--- config.mk ---
export PLATFORM = sky130hd
export DESIGN_NAME = core_sequencer
export DESIGN_NICKNAME = d
export VERILOG_FILES = /design/src/rtl/core_sequencer.sv
export SDC_FILE = /design/constraint.sdc
export NUM_CORES = 1
export LEC_CHECK = 0
export CELL_PAD_IN_SITES_DETAIL_PLACEMENT = 1
export CELL_PAD_IN_SITES_GLOBAL_PLACEMENT = 1
export CORE_MARGIN = 1.5
export CORE_UTILIZATION = 49
export CTS_BUF_LIST = sky130_fd_sc_hd__clkbuf_8 sky130_fd_sc_hd__clkbuf_16
export DETAILED_ROUTE_END_ITERATION = 7
export DONT_BUFFER_PORTS = 1
export PLACE_DENSITY_LB_ADDON = 0.1
export SYNTH_ARGS = -nofsm -noshare
export SYNTH_HDL_FRONTEND = slang
export SYNTH_SLANG_ARGS = --single-unit
--- constraint.sdc ---
create_clock -name clk -period 3.22 [get_ports clk]
set_clock_uncertainty 0.15 [all_clocks]
set_input_delay 0.322 -clock clk [delete_from_list [all_inputs] [get_ports clk]]
set_output_delay 0.322 -clock clk [all_outputs]
set_load 0.1 [all_outputs]
--- src/rtl/core_sequencer.sv ---
// Multi-cycle FETCH/DECODE/EXEC/WB sequencer for the 16-bit core.
// Owns the PC, fetches over req/ack and drives register-file and ALU controls.
module core_sequencer #(
    parameter int PC_W    = 8,
    parameter int DATA_W  = 16,
    parameter int RADDR_W = 5
) (
    input  logic               clk,
    input  logic               rst,
    input  logic               run,
    output logic               imem_req,
    output logic [PC_W-1:0]    imem_addr,
    input  logic               imem_ack,
    input  logic [15:0]        imem_rdata,
    output logic [RADDR_W-1:0] rf_r1_addr,
    output logic [RADDR_W-1:0] rf_r2_addr,
    output logic [RADDR_W-1:0] rf_wr_addr,
    output logic               rf_wr_en,
    output logic [2:0]         alu_op,
    output logic               alu_src,
    output logic [DATA_W-1:0]  imm,
    input  logic               alu_zero,
    output logic [PC_W-1:0]    pc,
    output logic               busy,
    output logic               halted,
    output logic               illegal,
    output logic [15:0]        retired
);

    typedef enum logic [2:0] {
        S_IDLE,
        S_FETCH,
        S_DECODE,
        S_EXEC,
        S_WB,
        S_HALT
    } state_t;

    state_t            r_state;
    state_t            w_next;
    logic [PC_W-1:0]   r_pc;
    logic [15:0]       r_ir;
    logic [15:0]       r_retired;
    logic              r_illegal;
    logic              r_take_br;

    logic [2:0]        w_opc;
    logic              w_is_r;
    logic              w_is_addi;
    logic              w_is_beqz;
    logic              w_is_jmp;
    logic              w_is_halt;
    logic              w_is_ill;
    logic              w_in_dx;
    logic [PC_W-1:0]   w_pc_inc;
    logic [PC_W-1:0]   w_pc_off;
    logic [PC_W-1:0]   w_pc_wb;

    assign w_opc     = r_ir[15:13];
    assign w_is_r    = (w_opc == 3'b000);
    assign w_is_addi = (w_opc == 3'b001);
    assign w_is_beqz = (w_opc == 3'b010);
    assign w_is_jmp  = (w_opc == 3'b011);
    assign w_is_halt = (w_opc == 3'b111);
    assign w_is_ill  = w_opc[2] & ~w_is_halt;

    assign w_pc_inc = r_pc + PC_W'(1);
    assign w_pc_off = r_pc + {{(PC_W-5){r_ir[12]}}, r_ir[12:8]};

    always_comb begin
        w_pc_wb = w_pc_inc;
        if (w_is_beqz && r_take_br)
            w_pc_wb = w_pc_off;
        else if (w_is_jmp)
            w_pc_wb = r_ir[PC_W-1:0];
    end

    always_ff @(posedge clk) begin
        if (rst) begin
            r_state   <= S_IDLE;
            r_pc      <= '0;
            r_ir      <= '0;
            r_retired <= '0;
            r_illegal <= 1'b0;
            r_take_br <= 1'b0;
        end else begin
            r_state <= w_next;
            if (r_state == S_FETCH && imem_ack)
                r_ir <= imem_rdata;
            if (r_state == S_DECODE && w_is_ill) begin
                r_illegal <= 1'b1;
                r_pc      <= w_pc_inc;
            end
            if (r_state == S_EXEC)
                r_take_br <= w_is_beqz & alu_zero;
            if (r_state == S_WB) begin
                r_pc      <= w_pc_wb;
                r_retired <= r_retired + 16'd1;
            end
        end
    end

    always_comb begin
        w_next = r_state;
        unique case (r_state)
            S_IDLE:   if (run) w_next = S_FETCH;
            S_FETCH:  if (imem_ack) w_next = S_DECODE;
            S_DECODE: begin
                if (w_is_halt)
                    w_next = S_HALT;
                else if (w_is_ill)
                    w_next = S_FETCH;
                else
                    w_next = S_EXEC;
            end
            S_EXEC:   w_next = S_WB;
            S_WB:     w_next = S_FETCH;
            S_HALT:   w_next = S_HALT;
            default:  w_next = S_IDLE;
        endcase
    end

    assign w_in_dx = (r_state == S_DECODE) || (r_state == S_EXEC)
                  || (r_state == S_WB);

    always_comb begin
        alu_op  = 3'b000;
        alu_src = 1'b0;
        imm     = '0;
        if (w_in_dx) begin
            unique case (1'b1)
                w_is_r:    alu_op = r_ir[2:0];
                w_is_addi: begin
                    alu_src = 1'b1;
                    imm     = {{(DATA_W-5){1'b0}}, r_ir[12:8]};
                end
                w_is_beqz: alu_src = 1'b1;
                default: ;
            endcase
        end
    end

    assign imem_req   = (r_state == S_FETCH);
    assign imem_addr  = r_pc;
    assign rf_r1_addr = r_ir[12:8];
    assign rf_r2_addr = r_ir[7:3];
    assign rf_wr_addr = r_ir[7:3];
    assign rf_wr_en   = (r_state == S_WB) && (w_is_r || w_is_addi);
    assign pc         = r_pc;
    assign busy       = (r_state != S_IDLE) && (r_state != S_HALT);
    assign halted     = (r_state == S_HALT);
    assign illegal    = r_illegal;
    assign retired    = r_retired;

endmodule

Yosys cells after proc, flatten, opt, wreduce, memory -nomap -nowiden:

Cells that the tools add are included.

* add/subtract/negate cells: 3
* bitwise gates (word level): 3
* equal/unequal tests: 12
* mux-type cells: 15
* reduce and logical (&&, ||, !) cells: 14

Operator list (count)
* two-way mux 8 bit: 4
* one-hot mux 3 bit (6 select lines): 1
* adder 16 x 1 -> 16 bit (second input constant): 1
* two-way mux 3 bit: 5
* equality test 3 x 2 -> 1 bit (second input constant): 4
* two-way mux 5 bit: 2
* equality test 3 bit (second input constant): 3
* adder 8 x 1 -> 8 bit (second input constant): 1
* adder 8 bit: 1
* equality test 3 x 1 -> 1 bit (second input constant): 2
* zero test 3 bit: 2
* logical AND 1 bit: 5
* logical OR 1 bit: 3
* inequality test 3 bit (second input constant): 1
* nonzero test 3 bit: 1
* AND 1 bit: 2
* two-way mux 1 bit: 2
* two-way mux 2 bit: 1
* inequality test 2 x 1 -> 1 bit (second input constant): 1
* inequality test 2 bit (second input constant): 1
* AND reduction 2 bit: 1
* nonzero test 2 bit: 1
* OR reduction 2 bit: 1
* NOT 1 bit: 1

* input port bits: 21
* logic and storage cells: 53
* register bits after elaboration: 45

Longest topological paths before layout:

* word-level depth: 6
* gate-level depth with buffers: 8

Least setup slack after synthesis:

Ideal clock, no wire load.

* path type: reg-to-reg
* start point: reg r_state[2]
* end point: reg r_ir[13]
* library setup time: 0.132 ns
* arrival: 3.659 ns
* slack: -0.721 ns
* clock period less this slack: 3.941 ns
* stages on the path, launching flop included: 7
* required time: 2.938 ns
* buffers on the path: 2
* cells stage by stage: dfxtp_1 > buf_4 > nor3b_1 > nand2_1 > clkbuf_1 > nand2_1 > a21oi_1

* longest elaborated chain between the ends: 2

Ends and longest elaborated chain
* from (decl): RTL line 39 `state_t r_state;`
* from (signal assigned): RTL line 87 `r_state <= w_next;`
* equality test 3 x 1 -> 1 bit
* named net imem_req: RTL line 11 `output logic imem_req,`
* logical AND 1 bit: RTL line 88 `if (r_state == S_FETCH && imem_ack)`
* to (signal assigned): RTL line 89 `r_ir <= imem_rdata;`
* to (decl): RTL line 42 `logic [15:0] r_ir;`

The timed path passes the listed nets, and every way through them passes these cells.
A chain may end at the register's enable or synchronous reset.

Final worst setup path:

* start point: reg r_state[1]
* end point: out imm[4]

* longest elaborated chain between the ends: 4
* elaborated cells between the ends (all ways): 6
* those cells by class: eq/ne: 3; mux: 1; reduce/logical: 2

Ends and longest elaborated chain
* equality test 3 x 2 -> 1 bit: RTL line 123 `assign w_in_dx = (r_state == S_DECODE) || (r_state == S_EXEC)`
* logical OR 1 bit: RTL line 123
* logical OR 1 bit *: RTL line 124 `|| (r_state == S_WB);`
* two-way mux 5 bit *: RTL line 130 `if (w_in_dx) begin`
* to (decl): RTL line 21 `output logic [DATA_W-1:0] imm,`

Mark *: on every way between the ends. The rest lies on a longest branch, timed or not.

==> metrics.md <==
| Metric | Value |
|---|---|
| Skew-Pair Late Insertion Delay | `~0.3 ns` |
| DR DRC count | `0` |
| Post-synth ARST share | `0` |
| Fin. Hold Viols | `0` |
| Clk sinks | `45` |
| Root buffer cell | `clkbuf_8` |
| Crit path DAT | `~2.4 ns` |
| Total power | `~1.3 mW` |
| Flop2flop setup slack | `slightly below 0.5 ns` |
| Post-Synthesis Mean Instance Area | `approximately 8 µm²` |
| Global-route wire length before repair | `about 14,000 µm` |
| Worst slew pin tran | `about 0.98 ns` |
| Area Growth Syn to Fin | `16.75%` |
| Buf+Inv Stages, Crit Path | `2` |
| Gr usage total | `0.2809` |
| CP top delay family | `simple AND/OR/NAND/NOR gates` |
| Crit-path cells | `nor2b_1, buf_4, nor2_1, nor4b_1, and2_1, buf_12` |
| Yosys warns | `0` |
| Total of max-cap violations | `0` |
| Netlist cell types | `58` |
| Total core area | `around 0.0056 mm²` |
| Fmax | `350.1 MHz` |
| GRT overflow | `0` |
| Setup violations, final | `0` |
| CP max-delay cell | `nor4b_1` |
| Number of synthesized flops with an enable pin | `0` |
| #FFs+latches synth | `45` |
| Yosys top cell area share | `0.3150` |
| Post-Layout Cell Count | `462` |
| Antenna Nets Post-Route | `0` |
| Synth area leaders | `dfxtp_1 31%, buf_4 9.2%, nand2_1 6.7%` |
| Worst Path Max Fanout | `9` |
| Max_slew headroom | `0.3489` |
| Clock slew seen by the registers of the worst setup and hold paths | `0.09 ns` |
| Metal2 WL | `around 4200 µm` |
| Peak supply drop | `~230 µV` |
| Synthesized area | `between 0.002 and 0.003 mm²` |
| Placed insts | `approximately 440` |
| Worst Setup Start Kind | `register` |
| Final Core Density | `0.5991` |
| Kind of critical path | `register to output pin` |
| Die height | `between 70 and 80 µm` |
| Clock tree buffer depth | `2` |
| CTS buffer count | `5` |
| Critical path endpoint | `imm[4]` |
| WL met1 | `approximately 3600 µm` |
| Ant diodes | `0` |
| RSZ-0062 raised after global routing | `false` |
| Final net count | `between 400 and 500` |
| Worst r2r path cells | `6` |
| Vias per std cell | `roughly 5.8` |
| Row count | `27` |
| Die Wd | `between 70 and 80 µm` |
| Initial antenna violation count | `0` |
| Reg-to-reg endpoint | `r_ir[5]` |
| Tmin final | `2.857 ns` |
| Crit end category | `output pin` |
| Router iterations before antenna repair | `4` |
| Cell area power density | `slightly below 400 mW/mm²` |
| Post-DP HPWL | `6004 µm` |
| WL final | `approximately 8500 µm` |
| Tightest hold margin | `0.008761 ns` |
| Setup TNS | `0 ns` |
| H-tree Lvls | `2` |
| Largest area contributor in the netlist | `dfxtp_1` |
| Status | `finished clean` |
| Vias in the first global route | `around 2.8k` |
| Hold crit path type | `primary input to register` |
| Share of cells above drive strength 1 | `0.2026` |
| Crit. path cell count | `6` |
| Crit-path max cell delay | `around 0.65 ns` |
| Gate Count Post-Synth | `roughly 370` |
| Period utilization | `0.8872` |
| GP Congestion | `0.7743` |
| P_leak | `approximately 1.3 nW` |
| Number of I/O pins | `slightly above 90` |
| Mean routed wirelength per cell | `approximately 18 µm` |
| Max-slew violations | `0` |
| Worst Setup SP | `r_state[1]` |
| Starting Density | `0.5131` |
| Sequential cell area fraction in the yosys report | `0.3150` |
| DRT iter0 DRCs | `102` |
| DR top layer | `met4` |
| Largest net degree at the start of global routing | `42` |
| Synth Flop Type | `dfxtp_1` |
| Die area | `roughly 0.0063 mm²` |
| # port buffers | `0` |
| CP required | `roughly 2.8 ns` |
| DR vias | `roughly 2.7k` |
| Routed met3 length | `roughly 460 µm` |
| Gates resized, CTS repair | `0` |
| Reg2reg start | `r_state[0]` |
| CTS tree | `done` |
==> cells in the mapped netlist (all sizes together), types with 3 or more instances <==
cell type / count
nand2: 51
dfxtp: 45
buf: 40
nor2: 38
a21oi: 31
clkbuf: 11
xnor2: 11
xor2: 11
and2: 10
nand3: 10
ha: 9
inv: 8
o21ai: 8
nor3: 7
a31oi: 6
and3: 6
nand4: 6
a211oi: 5
nand2b: 4
or3: 4
mux2i: 3
nor3b: 3
nor4: 3
nor4b: 3
==> worst register-to-register path: stages, from the launching register on <==
cell and delay [ns]:
dfxtp_1 0.60, nor3b_4 0.28, buf_4 0.33, and2_1 0.51
nand2_1 0.11, a21oi_1 0.14, dlygate4sd3_1 0.55
==> metal layers <==
layer  track usage  up-vias
met5             0        -
met4        0.1000        0
met3       0.06629       27
met2        0.4932       98
met1        0.3331     1284
li1              -     1268
==> power breakdown <==
part	internal, mW	switching, mW	total (mW)	leakage [nW]
combinational	0.0506	0.222	0.272	0.904
clock	0.233	0.210	0.442	0.0585
sequential	0.569	0.0228	0.592	0.370
==> layout make-up <==
type / count / area [µm²]
repair buffers: 56 / 518.0
fillers: 695 / 2235
clock buffers: 5 / 68.82
well taps: 72 / 90.09
inverters: 8 / 30.03
multi-input cells: 273 / 1672
flip-flops and latches: 45 / 917.1
clock inverters: 3 / 43.79
==> how the worst min path moves through the flow <==
stage,start,end,slack [ns],cells past startpoint
after global placement,rst,imem_addr[6],0.24,1
after floorplan,r_ir[0],r_ir[0],0.29,2
final,imem_rdata[12],r_ir[12],0.009,2
after detailed placement,rst,imem_addr[6],0.24,1
after CTS,imem_rdata[1],r_ir[1],0.0007,2
after global routing,imem_rdata[0],r_ir[0],0.007,2
==> layout by cell type (no fill, tap or decap), drive strengths merged, types with 2 or more instances in the layout <==
cell type	synthesis	layout
and2	10	10
nor2b	2	2
mux2i	3	3
buf	40	47
clkbuf	11	5
nor3b	3	3
dlygate4sd3	0	9
o21ai	8	8
and3b	2	2
a211o	2	2
nor3	7	7
and4	2	2
nor4b	3	3
inv	8	9
xnor2	11	11
a21o	2	2
dfxtp	45	45
a21oi	31	31
nor4	3	3
or3	4	4
nand4	6	6
nand2b	4	4
and3	6	6
conb	1	11
nand2	51	51
ha	9	9
xor2	11	11
nand3	10	10
o31ai	2	2
a31oi	6	6
nor2	38	38
a211oi	5	5
==> stage by stage <==
stage,cell area (µm²),setup slack [ns]
2_1_floorplan,2913,0.4229
3_3_place_gp,3117,0.8219
3_5_place_dp,3117,0.7113
4_1_cts,3319,0.3641
5_1_grt,3339,0.1509
6_report,3339,0.3633
==> flip-flops by register name, summed over array words and instances (netlist names) <==
signal,cells
illegal,1
r_take_br,1
retired,16
imem_addr,8
r_ir,16
r_state,3
==> cell families (layout without fill, tap and decap cells) <==
kind of cell	after synthesis	after routing	synth area share
AND/OR/NAND/NOR	156	156	0.2730
AO/OA/AOI/OAI	70	70	0.1570
buffers and inverters	59	72	0.1255
flip-flops	45	45	0.3150
XOR/XNOR	22	22	0.06736
adder cells (fa/ha/maj)	10	10	0.04637
multiplexers	4	4	0.01444
other	1	11	0.001311
==> repair_timing <==
item | in CTS | in global routing
buffers inserted | 0 | 0
endpoints found under the hold margin | 41 | 2
hold buffers | 8 | 2
No activity file was read; power rests on OpenSTA's default activity.
